File: src/rtl/uart_tx_arb_if.sv
// uart_tx_arb_if: requester byte streams plus the shared UART transmit channel for uart_tx_arb
interface uart_tx_arb_if #(
  parameter int NUM_REQ = 4,
  parameter int IDW = $clog2(NUM_REQ)
);
  logic [NUM_REQ-1:0] req_valid, req_last, req_ready;
  logic [8*NUM_REQ-1:0] req_data;
  logic [7:0] tx_data;
  logic tx_valid, tx_ready, busy;
  logic [IDW-1:0] grant_id;
  modport master (
    output req_valid, req_data, req_last, tx_ready,
    input req_ready, tx_data, tx_valid, grant_id, busy
  );
  modport slave (
    input req_valid, req_data, req_last, tx_ready,
    output req_ready, tx_data, tx_valid, grant_id, busy
  );
endinterface

File: src/rtl/uart_tx_arb.sv
// uart_tx_arb: round-robin packet arbiter onto one UART tx channel; defining UART_ARB_HDR_EN adds a {4'hA,id} header byte per grant
module uart_tx_arb #(
  parameter int NUM_REQ = 4,
  parameter int MAX_BURST = 16,
  parameter int IDW = $clog2(NUM_REQ)
) (
  input logic clk,
  input logic rst,
  uart_tx_arb_if.slave bus
);
  localparam int CW = $clog2(MAX_BURST) + 1;
  typedef enum logic [1:0] {IDLE, BURST, HDR} state_t;
  state_t state_q, state_d;
  logic [IDW-1:0] grant_q, grant_d, rr_q, rr_d, pick, j;
  logic [CW-1:0] cnt_q, cnt_d;
  logic busy_q, busy_d, found, xfer, done;
  always_comb begin
    pick = rr_q;
    found = 1'b0;
    j = rr_q;
    for (int k = 0; k < NUM_REQ; k++) begin
      j = IDW'((int'(rr_q) + k) % NUM_REQ);
      if (!found && bus.req_valid[j]) begin
        pick = j;
        found = 1'b1;
      end
    end
  end
  assign xfer = state_q == BURST && bus.req_valid[grant_q] && bus.tx_ready;
  assign done = xfer && (bus.req_last[grant_q] || cnt_q == CW'(MAX_BURST - 1));
  always_comb begin
    state_d = state_q;
    grant_d = grant_q;
    rr_d = rr_q;
    cnt_d = xfer ? cnt_q + 1'b1 : cnt_q;
    busy_d = busy_q;
    if (state_q == IDLE && found) begin
      grant_d = pick;
      cnt_d = '0;
      busy_d = 1'b1;
`ifdef UART_ARB_HDR_EN
      state_d = HDR;
`else
      state_d = BURST;
`endif
    end
    if (state_q == HDR && bus.tx_ready) state_d = BURST;
    if (done) begin
      state_d = IDLE;
      rr_d = grant_q == IDW'(NUM_REQ - 1) ? '0 : grant_q + 1'b1;
      busy_d = 1'b0;
    end
  end
  always_ff @(posedge clk) begin
    if (rst) begin
      state_q <= IDLE;
      grant_q <= '0;
      rr_q <= '0;
      cnt_q <= '0;
      busy_q <= 1'b0;
    end else begin
      state_q <= state_d;
      grant_q <= grant_d;
      rr_q <= rr_d;
      cnt_q <= cnt_d;
      busy_q <= busy_d;
    end
  end
  assign bus.tx_valid = state_q == BURST ? bus.req_valid[grant_q] : state_q == HDR;
  assign bus.tx_data = state_q == BURST ? bus.req_data[{grant_q, 3'b000} +: 8] :
                       state_q == HDR ? {4'hA, 4'(grant_q)} : 8'h00;
  assign bus.req_ready = (state_q == BURST && bus.tx_ready) ? NUM_REQ'(1) << grant_q : '0;
  assign bus.grant_id = grant_q;
  assign bus.busy = busy_q;
endmodule

File: src/flat_wrapper.sv
// flat-port wrapper written by rule: the top's interface ports become plain ports
module uart_tx_arb_flat 
#(
  parameter int NUM_REQ = 4,
  parameter int MAX_BURST = 16,
  parameter int IDW = $clog2(NUM_REQ)
)
  (clk, rst, bus_req_valid, bus_req_data, bus_req_last, bus_tx_ready, bus_req_ready, bus_tx_data, bus_tx_valid, bus_grant_id, bus_busy);
  uart_tx_arb_if #(.NUM_REQ(NUM_REQ), .IDW(IDW)) bus_i ();
  input logic clk;
  input logic rst;
  input wire logic [$bits(bus_i.req_valid)-1:0] bus_req_valid;
  input wire logic [$bits(bus_i.req_data)-1:0] bus_req_data;
  input wire logic [$bits(bus_i.req_last)-1:0] bus_req_last;
  input wire logic [$bits(bus_i.tx_ready)-1:0] bus_tx_ready;
  output wire logic [$bits(bus_i.req_ready)-1:0] bus_req_ready;
  output wire logic [$bits(bus_i.tx_data)-1:0] bus_tx_data;
  output wire logic [$bits(bus_i.tx_valid)-1:0] bus_tx_valid;
  output wire logic [$bits(bus_i.grant_id)-1:0] bus_grant_id;
  output wire logic [$bits(bus_i.busy)-1:0] bus_busy;
  assign bus_i.req_valid = bus_req_valid;
  assign bus_i.req_data = bus_req_data;
  assign bus_i.req_last = bus_req_last;
  assign bus_i.tx_ready = bus_tx_ready;
  assign bus_req_ready = bus_i.req_ready;
  assign bus_tx_data = bus_i.tx_data;
  assign bus_tx_valid = bus_i.tx_valid;
  assign bus_grant_id = bus_i.grant_id;
  assign bus_busy = bus_i.busy;
  uart_tx_arb #(.NUM_REQ(NUM_REQ), .MAX_BURST(MAX_BURST), .IDW(IDW)) u_core (.clk(clk), .rst(rst), .bus(bus_i));
endmodule
File: config.mk
export PLATFORM = sky130hd
export DESIGN_NAME = uart_tx_arb_flat
export DESIGN_NICKNAME = d
export VERILOG_FILES = /design/src/rtl/uart_tx_arb_if.sv /design/src/rtl/uart_tx_arb.sv /design/src/flat_wrapper.sv
export SDC_FILE = /design/constraint.sdc
export NUM_CORES = 1
export LEC_CHECK = 0
export CAP_MARGIN = 20
export CORE_MARGIN = 2
export CORE_UTILIZATION = 35
export CTS_BUF_LIST = sky130_fd_sc_hd__clkbuf_8
export CTS_CLUSTER_DIAMETER = 40
export DETAILED_ROUTE_END_ITERATION = 10
export PLACE_DENSITY = 0.77
export SLEW_MARGIN = 30
export SYNTH_ARGS = -nofsm -noshare
export SYNTH_HDL_FRONTEND = slang
export SYNTH_SLANG_ARGS = --single-unit
File: constraint.sdc
create_clock -name clk -period 1.81 [get_ports clk]
set_clock_uncertainty 0.05 [all_clocks]
set_input_delay 0.362 -clock clk [delete_from_list [all_inputs] [get_ports clk]]
set_output_delay 0.362 -clock clk [all_outputs]
set_load 0.005 [all_outputs]
==> impl_results.md <==
* Part of the total power dissipated in sequential elements at 0.267
* Sequential area share after synthesis at 0.204
* Worst-path fanout max at 5
* Final Instance Area at 1940 um2
* Total via count in the routed design at 1118
* Final setup violation count at 8
* Antenna violations before repair at 0
* Max stage delay cell, worst path: sky130_fd_sc_hd__mux4_2
* Aggregate global-route resource usage at 0.209
* Number of placement rows at 19
* Leakage power at between 0.8 and 0.9 nW
* Initial Utilization at 0.362
* Combinational share of power at 0.425
* Slack of the critical path at -0.188 ns
* Post-synthesis register bit count at 10
* Share of cells above drive strength 1 at 0.400
* Post-synth design cell area at 982 um2
* Antenna viol nets, final at 0
* Share of the synthesized area in the top cell type at 0.204
* Cell Int Power at about 670 uW
* Power per cell area at 454 nW/um2
* Synth Warn # at 0
* Worst slew margin relative to its limit at 0.802
* Pin count of the biggest net entering global routing at 11
* Run status: finished with violations
* Num Clock Sinks at 10
* DR vias/cell at 5.06
* Core ar. at 2710 um2
* DRT iter0 DRCs at 14
* Critical path arrival at 1.59 ns
* Inserted Clock Buffers at 3
* Die span in y at 57.0 um
* Violated checks: setup timing
* Net switching share of the total power at 0.241
* Leading cell types by total area after synthesis: sky130_fd_sc_hd__dfxtp_1, sky130_fd_sc_hd__mux4_2, sky130_fd_sc_hd__ha_1, sky130_fd_sc_hd__and2_1, sky130_fd_sc_hd__mux2i_1
* Portion of total power attributed to the clock network at 0.308
* Synth top cells by count: sky130_fd_sc_hd__nor2_1, sky130_fd_sc_hd__dfxtp_1, sky130_fd_sc_hd__and2_1, sky130_fd_sc_hd__mux4_2, sky130_fd_sc_hd__inv_1
* Global-route wire length before repair at 5.32 mm
* Fraction of the cycle the final worst path needs at 1.10
* Footprint of the flip-flops and latches at 204 um2
* Floorplan die area at 3250 um2
* Gate count of the mapped netlist at 103
* Distinct cells, synth at 36
* Post-detailed-route DRC marker count at 0
* Worst Hold Class: register to register
* Post-synth top flop: sky130_fd_sc_hd__dfxtp_1
* CTS clk-pin slew, worst paths at 0.05 ns
* RSZ-0062 raised after global routing: yes
* Startpoint class of the critical path: register
* Combined buffer and inverter count along the critical path at 3
* Buffer cell driving the clock tree root: sky130_fd_sc_hd__clkbuf_8
* Routed wire length at 3.39 mm
* Placed wire-length estimate after detailed placement at 2.55 mm
* CTS tree: done
* Fraction of registers with async set/reset at 0
* Start-to-end type of the worst setup path: register to primary output
* Minimum period implied by the final worst setup slack at 2.00 ns
* Final weighted congestion of routability-driven global placement at 0.842
* Sw Pwr at 212 uW
* Library cell with the largest summed area after synthesis: sky130_fd_sc_hd__dfxtp_1
* Area grow syn2layout at 97.2%
* Cell type group with the largest total delay on the critical path: multiplexers
* Most used standard cell by instance count after synthesis: sky130_fd_sc_hd__nor2_1
* Stage delay of the slowest cell on the critical path at 0.49 ns
* Die W at 57.0 um
* Number of max-cap violations at 0
* Io pins at 59
* Count of flip-flops with a built-in enable after synthesis at 0
* Final-layout setup total negative slack at -1.13 ns
* Clock insertion delay at the later pin of the skew report at roughly 0.23 ns
* Min Hold Slack at approximately 0.45 ns
* Vias in the first global route at 1157
* Buffers from clock root to sink, at most at 2
* Sequence of cells on the critical path: buf_12, buf_4, mux4_2, and2_1, buf_2
* Global route total overflow at 0
* Synthesized net count at 152
* Number of nets in the final layout at 240
* Multi-input gate area at a little under 800 um2
* Upper clock frequency limit at about 0.50 GHz
* Wire length per cell after detailed routing at 15.3 um
* Final Slew Violations at 0
* Average size of a mapped cell at 9.54 um2
* DRT Pass-1 Iters at 2
* Worst EP required at 1.40 ns
* Largest vdd supply drop at 533 uV
* Antenna diode count at 0
* Final hold violation count at 0
* Number of port buffers at 58
* Type of element capturing the critical path: primary output
* FILL cells at approximately 190
* Placement Cell Area at 1750 um2
* Worst Max-Slew Pin Slew at 0.296 ns
* H-tree depth at 1
## path summary, 6_finish.rpt
| check | start | endpoint | slack (ns) | cells after the start |
|---|---|---|---|---|
| worst max-delay path | u_core.bus.grant_id[0] | bus_tx_data[3] | -0.19 | 5 |
| worst min-delay path | u_core.cnt_q[4] | u_core.cnt_q[4] | 0.45 | 2 |
| worst min register to register | u_core.cnt_q[4] | u_core.cnt_q[4] | 0.45 | 2 |
| worst max register to register | u_core.bus.grant_id[0] | u_core.rr_q[0] | 0.04 | 6 |
## what timing repair did
item / 4_1_cts / 5_1_grt
endpoints found under the setup margin: 19 / 17
cloned: 1 / 0
hold buffers: 0 / 0
buffers inserted: 8 / 2
gates resized for setup: 71 / 22
pin swaps: 11 / 5
## layout make-up
type	instances	area share
multi-input combinational	81	0.401
inverter	7	0.0136
clock buffer	4	0.0284
timing repair buffer	88	0.432
sequential	10	0.105
tap	31	0.0200
## cells by family after synthesis
group                      count (synthesis)  synth area share
muxes                                     16             0.273
AOI/OAI and AO/OA                         13             0.140
buffers and inverters                     12            0.0522
and+or+nand+nor                           45             0.246
adders and majority gates                  6            0.0764
DFF                                       10             0.204
xor gates and xnor gates                   1           0.00892
## stage by stage
step,power [mW],worst slack [ns],cells,util
3_5_place_dp,0.569,-0.469,208,0.645
3_3_place_gp,0.559,-0.435,208,0.645
6_report,0.880,-0.188,221,0.715
5_1_grt,0.930,-0.213,221,0.715
2_1_floorplan,0.370,0.00540,103,-
4_1_cts,0.864,-0.192,221,0.688
## worst min-delay path, delay by kind of cell, from the launching register on
family           cells  cell delay, ns
AO/OA/AOI/OAI        1            0.05
flip-flops           1            0.30
AND/OR/NAND/NOR      1            0.10
## sequential cells by signal, indices dropped and copies added, names as in the netlist
signal,count
u_core.rr_q,2
u_core.bus.busy,1
u_core.cnt_q,5
u_core.bus.grant_id,2
## per-layer routing
| metal | global-route usage | share of wire | up-vias |
|---|---|---|---|
| li1 | - | - | 546 |
| met1 | 0.245 | 0.38 | 521 |
| met2 | 0.412 | 0.54 | 47 |
| met3 | 0.0227 | 0.067 | 4 |
| met4 | 0.0299 | 0.012 | 0 |
| met5 | 0 | 0 | - |
## power groups by stage
stage	sequential [mW]	combinational [mW]	clock (mW)
after floorplan	0.238	0.132	0
after global placement	0.238	0.321	0
after detailed placement	0.238	0.331	0
after CTS	0.235	0.349	0.279
after global routing	0.235	0.400	0.295
final	0.235	0.374	0.271
## cells in the final DEF, fill, tap and decap left out, drive strengths merged
cell type,Yosys,final
nand4,1,1
or2b,1,1
a211oi,3,3
a211o,1,1
dlygate4sd2,0,5
a31o,1,1
o311ai,1,1
nand3,1,1
and3,6,6
o21ai,1,1
buf,3,43
ha,6,6
clkbuf,2,4
nor3,1,1
inv,7,7
nand3b,1,1
mux2i,5,5
a32oi,1,1
a21oi,2,2
xnor2,1,1
clkdlybuf4s50,0,35
nand2b,3,3
mux2,3,3
o22ai,1,1
nor2b,3,3
dfxtp,10,10
dlymetal6s2s,0,5
mux4,8,8
and2,9,9
a21o,2,2
nor2,13,13
nand2,5,5
or4,1,1
No activity file was read; power rests on OpenSTA's default activity.
